[src/rtl/usb_crc_pkg.sv]
// Shared types and USB CRC constants for the serial CRC engine family.
package usb_crc_pkg;

    typedef enum logic [1:0] {
        IDLE      = 2'd0,
        ACCUM     = 2'd1,
        SHIFT_OUT = 2'd2
    } crc_state_t;

    localparam logic [4:0]  CRC5_POLY     = 5'h05;
    localparam logic [4:0]  CRC5_INIT     = 5'h1F;
    localparam logic [4:0]  CRC5_RESIDUE  = 5'h0C;

    localparam logic [15:0] CRC16_POLY    = 16'h8005;
    localparam logic [15:0] CRC16_INIT    = 16'hFFFF;
    localparam logic [15:0] CRC16_RESIDUE = 16'h800D;

endpackage

[src/rtl/crc_lfsr_step.sv]
// One serial LFSR step: folds a single data bit into the CRC register.
module crc_lfsr_step #(
    parameter int W = 16
) (
    input  logic [W-1:0] crc_i,
    input  logic         bit_i,
    input  logic [W-1:0] poly_i,
    output logic [W-1:0] crc_o
);

    logic fb_s;

    assign fb_s  = bit_i ^ crc_i[W-1];
    assign crc_o = {crc_i[W-2:0], 1'b0} ^ (fb_s ? poly_i : {W{1'b0}});

endmodule

[src/rtl/crc_engine.sv]
// Serial CRC engine: accumulates an unstuffed bit stream, checks the residue
// and serialises the (optionally inverted) CRC MSB-first under ready pacing.
module crc_engine
    import usb_crc_pkg::*;
#(
    parameter int                   CRC_WIDTH  = 16,
    parameter logic [CRC_WIDTH-1:0] POLY       = CRC_WIDTH'(CRC16_POLY),
    parameter logic [CRC_WIDTH-1:0] INIT       = {CRC_WIDTH{1'b1}},
    parameter logic [CRC_WIDTH-1:0] RESIDUE    = CRC_WIDTH'(CRC16_RESIDUE),
    parameter bit                   OUT_INVERT = 1'b1
) (
    input  logic                 clk,
    input  logic                 n_rst,
    input  logic                 clear,
    input  logic                 bit_in,
    input  logic                 bit_valid,
    input  logic                 stuff_bit,
    input  logic                 gen_req,
    input  logic                 out_ready,
    output logic                 crc_bit_out,
    output logic                 crc_bit_valid,
    output logic                 done,
    output logic                 busy,
    output logic [CRC_WIDTH-1:0] crc_value,
    output logic                 residue_ok
);

    localparam int             MSB      = CRC_WIDTH - 1;
    localparam int             CW       = $clog2(CRC_WIDTH + 1);
    localparam logic [CW-1:0]  CNT_LAST = CW'(CRC_WIDTH - 1);
    localparam logic [CW-1:0]  CNT_ONE  = CW'(1);

    crc_state_t           state_q;
    logic [CRC_WIDTH-1:0] crc_q;
    logic [CRC_WIDTH-1:0] crc_step_d;
    logic [CW-1:0]        cnt_q;
    logic                 done_q;
    logic                 busy_q;
    logic                 bit_valid_q;
    logic                 accept_s;

    assign accept_s = bit_valid && !stuff_bit;

    crc_lfsr_step #(.W(CRC_WIDTH)) u_step (
        .crc_i  (crc_q),
        .bit_i  (bit_in),
        .poly_i (POLY),
        .crc_o  (crc_step_d)
    );

    // Control FSM, shift counter, CRC register and registered status outputs.
    always_ff @(posedge clk) begin
        if (!n_rst || clear) begin
            state_q     <= IDLE;
            crc_q       <= INIT;
            cnt_q       <= {CW{1'b0}};
            done_q      <= 1'b0;
            busy_q      <= 1'b0;
            bit_valid_q <= 1'b0;
        end else begin
            done_q <= 1'b0;
            case (state_q)
                IDLE, ACCUM: begin
                    // A bit arriving with gen_req is folded in before shift-out starts.
                    if (accept_s) begin
                        crc_q <= crc_step_d;
                    end
                    if (gen_req) begin
                        state_q     <= SHIFT_OUT;
                        cnt_q       <= {CW{1'b0}};
                        busy_q      <= 1'b1;
                        bit_valid_q <= 1'b1;
                    end else if (accept_s) begin
                        state_q     <= ACCUM;
                        busy_q      <= 1'b1;
                        bit_valid_q <= 1'b0;
                    end
                end
                SHIFT_OUT: begin
                    if (out_ready) begin
                        if (cnt_q == CNT_LAST) begin
                            state_q     <= IDLE;
                            crc_q       <= INIT;
                            cnt_q       <= {CW{1'b0}};
                            done_q      <= 1'b1;
                            busy_q      <= 1'b0;
                            bit_valid_q <= 1'b0;
                        end else begin
                            crc_q <= {crc_q[MSB-1:0], 1'b0};
                            cnt_q <= cnt_q + CNT_ONE;
                        end
                    end
                end
                default: begin
                    state_q     <= IDLE;
                    crc_q       <= INIT;
                    cnt_q       <= {CW{1'b0}};
                    busy_q      <= 1'b0;
                    bit_valid_q <= 1'b0;
                end
            endcase
        end
    end

    assign crc_bit_out   = crc_q[MSB] ^ OUT_INVERT;
    assign crc_bit_valid = bit_valid_q;
    assign done          = done_q;
    assign busy          = busy_q;
    assign crc_value     = OUT_INVERT ? ~crc_q : crc_q;
    assign residue_ok    = (crc_q == RESIDUE);

endmodule
[config.mk]
export PLATFORM = sky130hd
export DESIGN_NAME = crc_engine
export DESIGN_NICKNAME = d
export VERILOG_FILES = /design/src/rtl/usb_crc_pkg.sv /design/src/rtl/crc_lfsr_step.sv /design/src/rtl/crc_engine.sv
export SDC_FILE = /design/constraint.sdc
export NUM_CORES = 1
export LEC_CHECK = 0
export BUFFER_PORTS_ARGS = -buffer_cell sky130_fd_sc_hd__clkbuf_2
export CAP_MARGIN = 20
export CELL_PAD_IN_SITES_DETAIL_PLACEMENT = 0
export CELL_PAD_IN_SITES_GLOBAL_PLACEMENT = 2
export CORE_ASPECT_RATIO = 1.25
export CORE_UTILIZATION = 31
export DETAILED_ROUTE_END_ITERATION = 12
export PLACE_DENSITY_LB_ADDON = 0.3
export RECOVER_POWER = 100
export SLEW_MARGIN = 25
export SYNTH_ARGS = -nofsm -noshare
export SYNTH_HDL_FRONTEND = slang
export SYNTH_SLANG_ARGS = --single-unit
[constraint.sdc]
create_clock -name clk -period 1.8 [get_ports clk]
set_input_delay 0.36 -clock clk [delete_from_list [all_inputs] [get_ports clk]]
set_output_delay 0.36 -clock clk [all_outputs]
set_load 0.05 [all_outputs]
==> flow_summary.yaml <==
drt:
  dr.pass1.iters: 4
  wl_mm: 3.40
  via_count: 1264
  vias_per_cell: 5.27
  final_antenna_net_count: 0
  dr.first_iter.drc_count: 46
  wl_per_cell_um: 14.2
  drc: 0
floorplan:
  die-area_sq_um: 4540
  rows: 26
  fp.dieH_um: 75.1
  ios: 29
  die_w_um: 60.5
  start_util_pct: 32.3
  core_sq_um: 4100
placed_design:
  portBuffers: 28
  gp_congestion: 0.776
  dp_hpwl_mm: 2.50
  post_dp_cell_area_sq_um: 1520
  place_ws_ns: 0.193
  dpl.cell_count: 236
global_route:
  grt_pass1_vias: 1145
  grt_max_degree: 18
  grt_pass1_wl_mm: 5.35
  busiest_layer: "met2"
  use_met1_pct: 18.1
  grt_util_met3_pct: 2.06
  track_usage_pct: 15.9
  antenna_found_initial: 0
  grt_util_met2_pct: 29.1
  gr-total-overflow: 0
clock_tree:
  root_buffer: "clkbuf_8"
  clk_latency_ns: 0.27
  cts_buffers: 3
  clkSlewWorstSetupHoldPaths_ns: 0.09
  cts.sinks: 25
  clk_path_buf_depth: 2
  cts-htree-levels: 1
  cts_tree: "yes"
logic_synthesis:
  async_flop_share_pct: 0
  netlist_instances: 156
  synth.area.top_cells: "dfxtp_1 (38%), a31oi_1 (5.7%), nor3b_1 (5.7%)"
  synth-seq-area-share_pct: 37.8
  synth_common_cells: "dfxtp_1 (25), inv_1 (18), a31oi_1 (12)"
  synth_warnings: 0
  yosys.area.top_type: "dfxtp_1"
  synth-edff-count: 0
  synth_cell_types: 47
  syn_nets: 165
  syn-cell-area_sq_um: 1320
  ys_ff_latch: 25
  synth_top_area_share_pct: 37.8
  yosysMostFrequentCell: "dfxtp_1"
  yosys_most_used_dff: "dfxtp_1"
  avgSynthCellArea_sq_um: 8.49
timing:
  max_freq_mhz: 570
  finClkSkew_ns: 0.00410
  finalSetupTns_ns: 0
  finalCritPeriodShare_pct: 97.5
  whs_ns: 0.361
  fin_ws_ns: 0.0454
  rsz0062_at_grt: "yes"
  slew_headroom_pct: 58.6
  period_needed_ns: 1.75
  finalHoldViolCount: 0
  worst_pin_slew_ns: 0.624
  timing.final.max_slew_violations: 0
  finalSetupViolations: 0
power_and_ir_drop:
  pwr-share-comb_pct: 12.2
  finalPower_mw: 1.03
  p_leak_nw: 0.742
  clockPowerShare_pct: 32.7
  vdd_ir_drop_max_uv: 267
  power_density_nw_per_um2: 657
  p_seq_share_pct: 55.1
  intPower_mw: 0.759
  p_switching_mw: 0.271
  p_sw_share_pct: 26.3
layout:
  diodes: 0
  fin_area_sq_um: 1570
  nNetsFinal: 194
  final_layout_size_suffix_gt1_share_pct: 13.6
  finish.utilization_pct: 38.2
  layout-area-overhead-vs-synth_pct: 18.3
  finalNonFillerCells: 240
  fill_cells: 472
critical_path:
  critPathCaptureType: "primary output"
  ff2ff_path_depth: 5
  rr_endpoint: "crc_q[3]$_SDFFE_PP1P_"
  critPathLaunch: "crc_q[7]$_SDFFE_PP1P_"
  crit_path_end: "residue_ok"
  start_kind: "flip-flop"
  rr_startpoint: "state_q[1]$_SDFFE_PP0P_"
  worstSetupPathType: "flip-flop to primary output"
  reg2reg_slack_ns: 0.15
  required_ns: 1.44
  arrival_ns: 1.39
  cp_max_fo: 3
status:
  outcome: "complete, no violations"
job:
  max-cap-violations: 0
hold_path:
  hp-class: "input pin to flip-flop"
## worst max-delay path, cell delays in order, from the launching register on
cell      delay (ns)
dfxtp_2         0.35
nor4_4          0.27
nand4_1         0.16
nor2_1          0.16
clkbuf_8        0.20
## layout by cell type (no fill, tap or decap), drive strengths merged, types with 2 or more instances in the layout
| cell type | n |
|---|---|
| a211oi | 3 |
| dfxtp | 25 |
| o31ai | 2 |
| nor2 | 7 |
| o21ai | 8 |
| o311ai | 2 |
| a31oi | 12 |
| nor4 | 2 |
| nand4 | 3 |
| a32oi | 2 |
| nor3b | 10 |
| o211ai | 2 |
| and3 | 9 |
| clkbuf | 34 |
| nand2 | 2 |
| and2b | 2 |
| nor3 | 2 |
| a21oi | 4 |
| nor2b | 4 |
| mux2 | 2 |
| inv | 19 |
| and3b | 2 |
| buf | 4 |
| nand3 | 5 |
## layout make-up
type	instances	area [sq um]	share of cell area [%]
clock buffer	4	45.0	2.88
multi-input combinational	102	711	45.4
inverter	19	73.8	4.71
sequential	25	503	32.1
tap	56	70.1	4.47
timing repair buffer	34	164	10.5
## cells by family (layout without fill, tap and decap cells)
group | count (synthesis) | after routing | share of synthesized area [%]
mux | 2 | 2 | 1.70
simple gates | 57 | 57 | 27.8
flops | 25 | 25 | 37.8
xor+xnor | 1 | 1 | 0.662
buf+inv | 29 | 57 | 10.1
compound gates | 41 | 41 | 21.0
fa+ha+maj | 1 | 1 | 0.945
## worst min path at each step
stage | startpoint | endpoint | slack, ns | depth (start not counted)
floorplan | cnt_q[4]$_SDFFE_PP0P_ | cnt_q[4]$_SDFFE_PP0P_ | 0.43 | 1
global placement | cnt_q[4]$_SDFFE_PP0P_ | cnt_q[4]$_SDFFE_PP0P_ | 0.44 | 1
detailed placement | cnt_q[4]$_SDFFE_PP0P_ | cnt_q[4]$_SDFFE_PP0P_ | 0.46 | 1
CTS | gen_req | state_q[1]$_SDFFE_PP0P_ | 0.36 | 3
global route | gen_req | state_q[1]$_SDFFE_PP0P_ | 0.37 | 3
finish | gen_req | state_q[1]$_SDFFE_PP0P_ | 0.36 | 3
## registers in the layout (all words and copies together), names as in the netlist
register / count
busy: 1
state_q: 2
crc_q: 16
cnt_q: 5
done: 1
## routing by layer
| layer | wire length, um | part of all wire [%] | up-vias |
|---|---|---|---|
| met5 | 0 | 0 | - |
| met4 | 61 | 1.8 | 0 |
| met3 | 118 | 3.5 | 7 |
| met2 | 1780 | 52 | 34 |
| met1 | 1440 | 42 | 593 |
| li1 | - | - | 630 |
## repair_timing
| item | CTS | global route |
|---|---|---|
| endpoints found under the hold margin | 0 | 0 |
| hold buffers | 0 | 0 |
| buffers inserted | 0 | 0 |
| endpoints found under the setup margin | 1 | 1 |
| gates resized for setup | 4 | 4 |
| pin swaps | 2 | 3 |
## power groups by stage
stage               logic (mW)  clock network, mW  registers (mW)
finish                   0.126              0.337           0.567
global route             0.137              0.378           0.569
CTS                      0.131              0.346           0.567
detailed placement       0.131                  0           0.580
global placement         0.129                  0           0.580
floorplan               0.0871                  0           0.586
Power figures use the tool's default switching activity.
